[src/rtl/mmio_bus_decoder_pkg.sv]
// mmio_bus_decoder_pkg: FSM state encoding, fault defaults, SoC slave window table and helpers
package mmio_bus_decoder_pkg;
  typedef enum logic [1:0] {ST_IDLE, ST_REQ, ST_RESP} state_e;
  localparam int SOC_NUM_SLAVES = 8;
  localparam logic [31:0] SOC_FAULT_RDATA = 32'h0000_0000;
  // Slave 3 sits inside slave 0's window on purpose; the lower index owns the overlap.
  localparam logic [8*32-1:0] SOC_SLAVE_BASE = {
    32'h7000_0000, 32'h6000_0000, 32'h5000_0000, 32'h4000_0000,
    32'h3000_1000, 32'h1000_0000, 32'h2000_0000, 32'h3000_0000
  };
  localparam logic [8*32-1:0] SOC_SLAVE_MASK = {
    32'hFFFF_F000, 32'hFFFF_F000, 32'hFFFF_F000, 32'hFFFF_F000,
    32'hFFFF_F000, 32'hFFFF_F000, 32'hFFFF_F000, 32'hFFFF_0000
  };
  localparam logic [7:0] SOC_SLAVE_RO = 8'b0000_0010;
  function automatic logic [15:0] sat_inc16(input logic [15:0] v);
    return (&v) ? v : v + 16'd1;
  endfunction
endpackage

[src/rtl/mmio_bus_decoder_addr_match_encoder.sv]
// mmio_bus_decoder_addr_match_encoder: base/mask window compare with lowest-index priority
//   addr_i  byte address to decode
//   hit_o   some window matched
//   sel_o   index of the lowest matching window
module mmio_bus_decoder_addr_match_encoder
  import mmio_bus_decoder_pkg::*;
#(
  parameter int NUM_SLAVES = SOC_NUM_SLAVES,
  parameter int ADDR_W = 32,
  parameter int SEL_W = 3,
  parameter logic [NUM_SLAVES*ADDR_W-1:0] SLAVE_BASE = SOC_SLAVE_BASE,
  parameter logic [NUM_SLAVES*ADDR_W-1:0] SLAVE_MASK = SOC_SLAVE_MASK
) (
  input  logic [ADDR_W-1:0] addr_i,
  output logic              hit_o,
  output logic [SEL_W-1:0]  sel_o
);
  // Scanning downward lets the lowest matching index overwrite any higher one.
  always_comb begin
    hit_o = 1'b0;
    sel_o = '0;
    for (int i = NUM_SLAVES - 1; i >= 0; i--)
      if ((addr_i & SLAVE_MASK[i*ADDR_W +: ADDR_W]) == SLAVE_BASE[i*ADDR_W +: ADDR_W]) begin
        hit_o = 1'b1;
        sel_o = SEL_W'(i);
      end
  end
endmodule

[src/rtl/mmio_bus_decoder.sv]
// mmio_bus_decoder: single-master / N-slave MMIO decoder with read-only protection, timeout and fault response
//   clk_i, resetn_i                                   clock, asynchronous active-low reset
//   m_valid_i, m_addr_i, m_wstrb_i, m_wdata_i         master request (wstrb 0 = read)
//   m_ready_o, m_rdata_o, m_fault_o                   one-cycle master response
//   s_valid_o, s_addr_o, s_wstrb_o, s_wdata_o         one-hot slave request with shared latched payload
//   s_ready_i, s_rdata_i                              per-slave completion and packed read data
//   fault_cnt_o                                       saturating count of faulted responses
module mmio_bus_decoder
  import mmio_bus_decoder_pkg::*;
#(
  parameter int NUM_SLAVES = SOC_NUM_SLAVES,
  parameter int ADDR_W = 32,
  parameter int DATA_W = 32,
  parameter logic [NUM_SLAVES*ADDR_W-1:0] SLAVE_BASE = SOC_SLAVE_BASE,
  parameter logic [NUM_SLAVES*ADDR_W-1:0] SLAVE_MASK = SOC_SLAVE_MASK,
  parameter logic [NUM_SLAVES-1:0] SLAVE_RO = SOC_SLAVE_RO,
  parameter int TIMEOUT_CYCLES = 255,
  parameter logic [DATA_W-1:0] FAULT_RDATA = SOC_FAULT_RDATA
) (
  input  logic                         clk_i,
  input  logic                         resetn_i,
  input  logic                         m_valid_i,
  input  logic [ADDR_W-1:0]            m_addr_i,
  input  logic [DATA_W/8-1:0]          m_wstrb_i,
  input  logic [DATA_W-1:0]            m_wdata_i,
  output logic                         m_ready_o,
  output logic [DATA_W-1:0]            m_rdata_o,
  output logic                         m_fault_o,
  output logic [NUM_SLAVES-1:0]        s_valid_o,
  output logic [ADDR_W-1:0]            s_addr_o,
  output logic [DATA_W/8-1:0]          s_wstrb_o,
  output logic [DATA_W-1:0]            s_wdata_o,
  input  logic [NUM_SLAVES-1:0]        s_ready_i,
  input  logic [NUM_SLAVES*DATA_W-1:0] s_rdata_i,
  output logic [15:0]                  fault_cnt_o
);
  localparam int SEL_W = NUM_SLAVES > 1 ? $clog2(NUM_SLAVES) : 1;
  localparam int CW = TIMEOUT_CYCLES > 0 ? $clog2(TIMEOUT_CYCLES + 1) : 1;
  // The counter starts at 0 on the first REQ cycle, so the last allowed cycle is TIMEOUT_CYCLES-1.
  localparam int TO_LAST = TIMEOUT_CYCLES > 0 ? TIMEOUT_CYCLES - 1 : 0;
  state_e state_q, state_d;
  logic [SEL_W-1:0] sel_q, sel_d, dec_sel;
  logic [CW-1:0] cnt_q, cnt_d;
  logic [NUM_SLAVES-1:0] s_valid_q, s_valid_d;
  logic [ADDR_W-1:0] s_addr_q, s_addr_d;
  logic [DATA_W/8-1:0] s_wstrb_q, s_wstrb_d;
  logic [DATA_W-1:0] s_wdata_q, s_wdata_d, m_rdata_q, m_rdata_d;
  logic m_fault_q, m_fault_d, m_ready_q, dec_hit;
  logic [15:0] fault_cnt_q;
  mmio_bus_decoder_addr_match_encoder #(
    .NUM_SLAVES(NUM_SLAVES),
    .ADDR_W(ADDR_W),
    .SEL_W(SEL_W),
    .SLAVE_BASE(SLAVE_BASE),
    .SLAVE_MASK(SLAVE_MASK)
  ) u_match (
    .addr_i(m_addr_i),
    .hit_o(dec_hit),
    .sel_o(dec_sel)
  );
  always_comb begin
    state_d = state_q;
    sel_d = sel_q;
    cnt_d = '0;
    s_valid_d = '0;
    s_addr_d = s_addr_q;
    s_wstrb_d = s_wstrb_q;
    s_wdata_d = s_wdata_q;
    m_rdata_d = m_rdata_q;
    m_fault_d = m_fault_q;
    case (state_q)
      ST_IDLE: if (m_valid_i) begin
        s_addr_d = m_addr_i;
        s_wstrb_d = m_wstrb_i;
        s_wdata_d = m_wdata_i;
        sel_d = dec_sel;
        if (dec_hit && !(SLAVE_RO[dec_sel] && |m_wstrb_i)) begin
          state_d = ST_REQ;
          s_valid_d = NUM_SLAVES'(1) << dec_sel;
        end else begin
          state_d = ST_RESP;
          m_fault_d = 1'b1;
          m_rdata_d = FAULT_RDATA;
        end
      end
      ST_REQ: begin
        cnt_d = cnt_q + 1'b1;
        s_valid_d = s_valid_q;
        // Ready is tested first so it wins over a timeout in the same cycle.
        if (s_ready_i[sel_q]) begin
          state_d = ST_RESP;
          s_valid_d = '0;
          m_fault_d = 1'b0;
          m_rdata_d = |s_wstrb_q ? '0 : s_rdata_i[sel_q*DATA_W +: DATA_W];
        end else if (TIMEOUT_CYCLES != 0 && cnt_q == CW'(TO_LAST)) begin
          state_d = ST_RESP;
          s_valid_d = '0;
          m_fault_d = 1'b1;
          m_rdata_d = FAULT_RDATA;
        end
      end
      ST_RESP: state_d = ST_IDLE;
      default: state_d = ST_IDLE;
    endcase
  end
  always_ff @(posedge clk_i or negedge resetn_i)
    if (!resetn_i) begin
      state_q <= ST_IDLE;
      sel_q <= '0;
      cnt_q <= '0;
      s_valid_q <= '0;
      s_addr_q <= '0;
      s_wstrb_q <= '0;
      s_wdata_q <= '0;
      m_rdata_q <= '0;
      m_fault_q <= 1'b0;
      m_ready_q <= 1'b0;
      fault_cnt_q <= '0;
    end else begin
      state_q <= state_d;
      sel_q <= sel_d;
      cnt_q <= cnt_d;
      s_valid_q <= s_valid_d;
      s_addr_q <= s_addr_d;
      s_wstrb_q <= s_wstrb_d;
      s_wdata_q <= s_wdata_d;
      m_rdata_q <= m_rdata_d;
      m_fault_q <= m_fault_d;
      m_ready_q <= state_d == ST_RESP;
      fault_cnt_q <= (state_q == ST_RESP && m_fault_q) ? sat_inc16(fault_cnt_q) : fault_cnt_q;
    end
  assign m_ready_o = m_ready_q;
  assign m_rdata_o = m_rdata_q;
  assign m_fault_o = m_fault_q;
  assign s_valid_o = s_valid_q;
  assign s_addr_o = s_addr_q;
  assign s_wstrb_o = s_wstrb_q;
  assign s_wdata_o = s_wdata_q;
  assign fault_cnt_o = fault_cnt_q;
endmodule

[config.mk]
export PLATFORM = sky130hd
export DESIGN_NAME = mmio_bus_decoder
export DESIGN_NICKNAME = d
export VERILOG_FILES = /design/src/rtl/mmio_bus_decoder_pkg.sv /design/src/rtl/mmio_bus_decoder_addr_match_encoder.sv /design/src/rtl/mmio_bus_decoder.sv
export SDC_FILE = /design/constraint.sdc
export NUM_CORES = 1
export LEC_CHECK = 0
export CAP_MARGIN = 25
export CELL_PAD_IN_SITES_DETAIL_PLACEMENT = 1
export CELL_PAD_IN_SITES_GLOBAL_PLACEMENT = 1
export CORE_ASPECT_RATIO = 1.1
export CORE_MARGIN = 5
export CORE_UTILIZATION = 25
export CTS_CLUSTER_SIZE = 25
export DETAILED_ROUTE_END_ITERATION = 7
export PLACE_DENSITY_LB_ADDON = 0.08
export SLEW_MARGIN = 20
export SYNTH_ARGS = -nofsm -noshare
export SYNTH_HDL_FRONTEND = slang
export SYNTH_HIERARCHICAL = 1
export SYNTH_SLANG_ARGS = --single-unit
[constraint.sdc]
create_clock -name clk_i -period 2.4 [get_ports clk_i]
set_clock_uncertainty 0.15 [all_clocks]
set_input_delay 0.48 -clock clk_i [delete_from_list [all_inputs] [get_ports clk_i]]
set_output_delay 0.48 -clock clk_i [all_outputs]
set_load 0.1 [all_outputs]
==> impl_metrics.toml <==
[logic_synthesis]
ys_seq_elements = 139
synth-async-reset-ratio = 1.00
synth_commonest_cells = "nand2_1 (247), mux2i_1 (164), dfrtp_1 (139), nand3_1 (44)"
syn_nets = 1227
yosys_warnings = 6
synth_seq_area_share = 0.422
synth-main-ff-cell = "dfrtp_1"
synth_top_area_cell = "dfrtp_1"
postSynthAreaPerCell_um2 = 9.27
netlist_instances = 889
synth_top_area_share = 0.422
ys_top_cells_by_area = "dfrtp_1 (42%), mux2i_1 (20%), nand2_1 (11%), a22oi_1 (2.9%), o211ai_1 (2.9%)"
synth.most_common_cell = "nand2_1"
synth_edf_count = 0
synth.cell_area_mm2 = 0.00824
synth.distinct_cells = 54

[global_routing]
grt_max_degree = 67
grt_pass1_wl_mm = 59.0
grt_pass1_vias = 9245
track_usage = 0.208
antenna_found_initial = 0
overflow = 0

[worst_setup_path]
worst-path-max-fanout = 6
end_kind = "flip-flop"
r2r_cells = 5
worstPathArrival_ns = 2.43
worst_ep_required_time_ns = 2.54
criticalPathCategory = "primary input to flip-flop"
start_kind = "primary input"

[layout]
num_antenna_cells = 0
fin_util = 0.434
area_growth_pct = 71.0
final_net_count = 1700
finish.instance_area_mm2 = 0.0141
drive_above_1_share = 0.196

[cts]
numCtsBuffers = 17
cts_tree = "built"
insertion_delay_ns = 0.42
root_buffer = "clkbuf_16"
clk_pin_slew_worst_paths_ns = 0.06
cts_max_path_buffers = 2
cts.sinks = 139
htree_levels = 4

[floorplan]
die_h_um = 200
rows = 69
ios = 461
die_x_um = 183
floorplan.initialDensity = 0.254
core_mm2 = 0.0325
die_area_mm2 = 0.0367

[route]
drc_errors = 0
wirelength_mm = 39.6
drt-initial-drc-count = 249
viasPerCell = 4.75
detail_route.wl_per_cell_um = 22.0
drt_first_pass_iters = 4
vias = 8552
antenna_left = 0

[run]
drv_cap = 0

[worst_hold_path]
min_path_type = "primary input to flip-flop"
min_path_cells = 3

[timing]
rsz0062_at_grt = "no"
maxSlewViolCount = 0
finalSetupTns_ns = 0
min_period_ns = 2.29
hold_viol_final = 0
period_share = 0.954
fmax_mhz = 437
slew-limit-headroom = 0.579
worst_pin_slew_ns = 0.626
setup_viol_count_final = 0

[power]
p_per_area_mw_per_mm2 = 614
vdd_ir_drop_max_v = 0.000434
power_leakage_nw = 6.04
power_w = 0.00865

[placed_design]
io_buffers = 460
gp_congestion = 0.878
postPlaceCellArea_mm2 = 0.0133
place_hpwl_mm = 31.2

[run_status]
outcome = "completed"
==> layer usage <==
layer	global-route usage	vias up	wire (um)
met5	0	-	0
met4	0.0434	0	514
met3	0.0718	26	3260
met2	0.364	293	19800
met1	0.246	4151	16000
li1	-	4082	-
==> worst max-delay path, cell delays in order <==
cell and delay, ns:
clkdlybuf4s50_1 0.43, nor2_2 0.13, nand4_1 0.12, buf_6 0.16
nor3_4 0.16, nand2b_1 0.11, o31a_4 0.39, buf_12 0.17
o211ai_1 0.17, mux2i_1 0.11
==> power breakdown <==
part,switching [W],internal [W],total (W)
Clock,0.00106,0.00177,0.00283
Sequential,0.000187,0.00256,0.00275
Combinational,0.00211,0.000965,0.00307
Total,0.00335,0.00529,0.00865
==> cells by family after synthesis <==
kind of cell / synth area share
xor gates and xnor gates: 0.0170
and+or+nand+nor: 0.201
adders and majority gates: 0.00456
buffers and inverters: 0.0424
DFF: 0.422
muxes: 0.203
AOI/OAI and AO/OA: 0.109
==> layout by cell type, fill, tap and decap left out, types with 5 or more instances in the layout <==
master / synthesis / final
xor2_1: 7 / 7
a21oi_1: 29 / 28
mux2i_1: 164 / 164
buf_4: 7 / 167
a32o_1: 6 / 6
and3_1: 5 / 5
clkbuf_2: 1 / 6
dfrtp_1: 139 / 124
buf_12: 0 / 13
clkdlybuf4s50_1: 0 / 317
nand4_1: 10 / 10
o211ai_1: 32 / 32
nand2_1: 247 / 246
xnor2_1: 9 / 9
nor2_1: 20 / 18
dfrtp_2: 0 / 14
clkbuf_16: 0 / 18
a22oi_1: 32 / 32
nand3_1: 44 / 44
dlygate4sd2_1: 0 / 5
o21ai_0: 7 / 7
a21oi_2: 7 / 8
==> registers in the layout, summed over array words and instances (netlist names) <==
| name | cells |
|---|---|
| m_rdata_o | 32 |
| fault_cnt_o | 16 |
| s_addr_o | 32 |
| s_valid_o | 8 |
| m_fault_o | 1 |
| sel_q | 3 |
| m_ready_o | 1 |
| state_q | 2 |
| s_wstrb_o | 4 |
| cnt_q | 8 |
| s_wdata_o | 32 |
==> worst paths after layout <==
check / startpoint / to / slack, ns
worst min-delay path: m_addr_i[18] / s_addr_o[18] / 0.13
worst max-delay path: m_addr_i[23] / m_rdata_o[28] / 0.11
min in group asynchronous: resetn_i / s_wdata_o[4] / 0.31
max in group asynchronous: resetn_i / s_addr_o[11] / 1.15
worst min register to register: s_addr_o[4] / s_addr_o[4] / 0.32
worst max register to register: fault_cnt_o[0] / fault_cnt_o[1] / 0.37
==> cell type report <==
type / instances / area [um^2]
clock buffer: 21 / 450
clock inverter: 10 / 166
fill: 3714 / 18400
inverter: 3 / 11.3
multi-input combinational: 682 / 4490
sequential: 139 / 3500
tap: 426 / 533
timing repair buffer: 519 / 4930
==> stage by stage <==
step / worst slack (ns) / cells / hold WS [ns]
CTS: 0.00341 / 1799 / 0.226
floorplan: 0.00263 / 889 / 0.0344
global route: 0.00333 / 1800 / 0.117
detailed placement: -0.619 / 1763 / 0.188
global placement: -0.602 / 1763 / 0.187
finish: 0.111 / 1800 / 0.135
==> repair_timing <==
action	in CTS	in global routing
cloned	2	1
hold buffers	1	0
endpoints found under the hold margin	15	0
gates resized for setup	18	22
pin swaps	6	6
buffers inserted	2	0
setup endpoints to repair	39	39
Power figures use the tool's default switching activity.
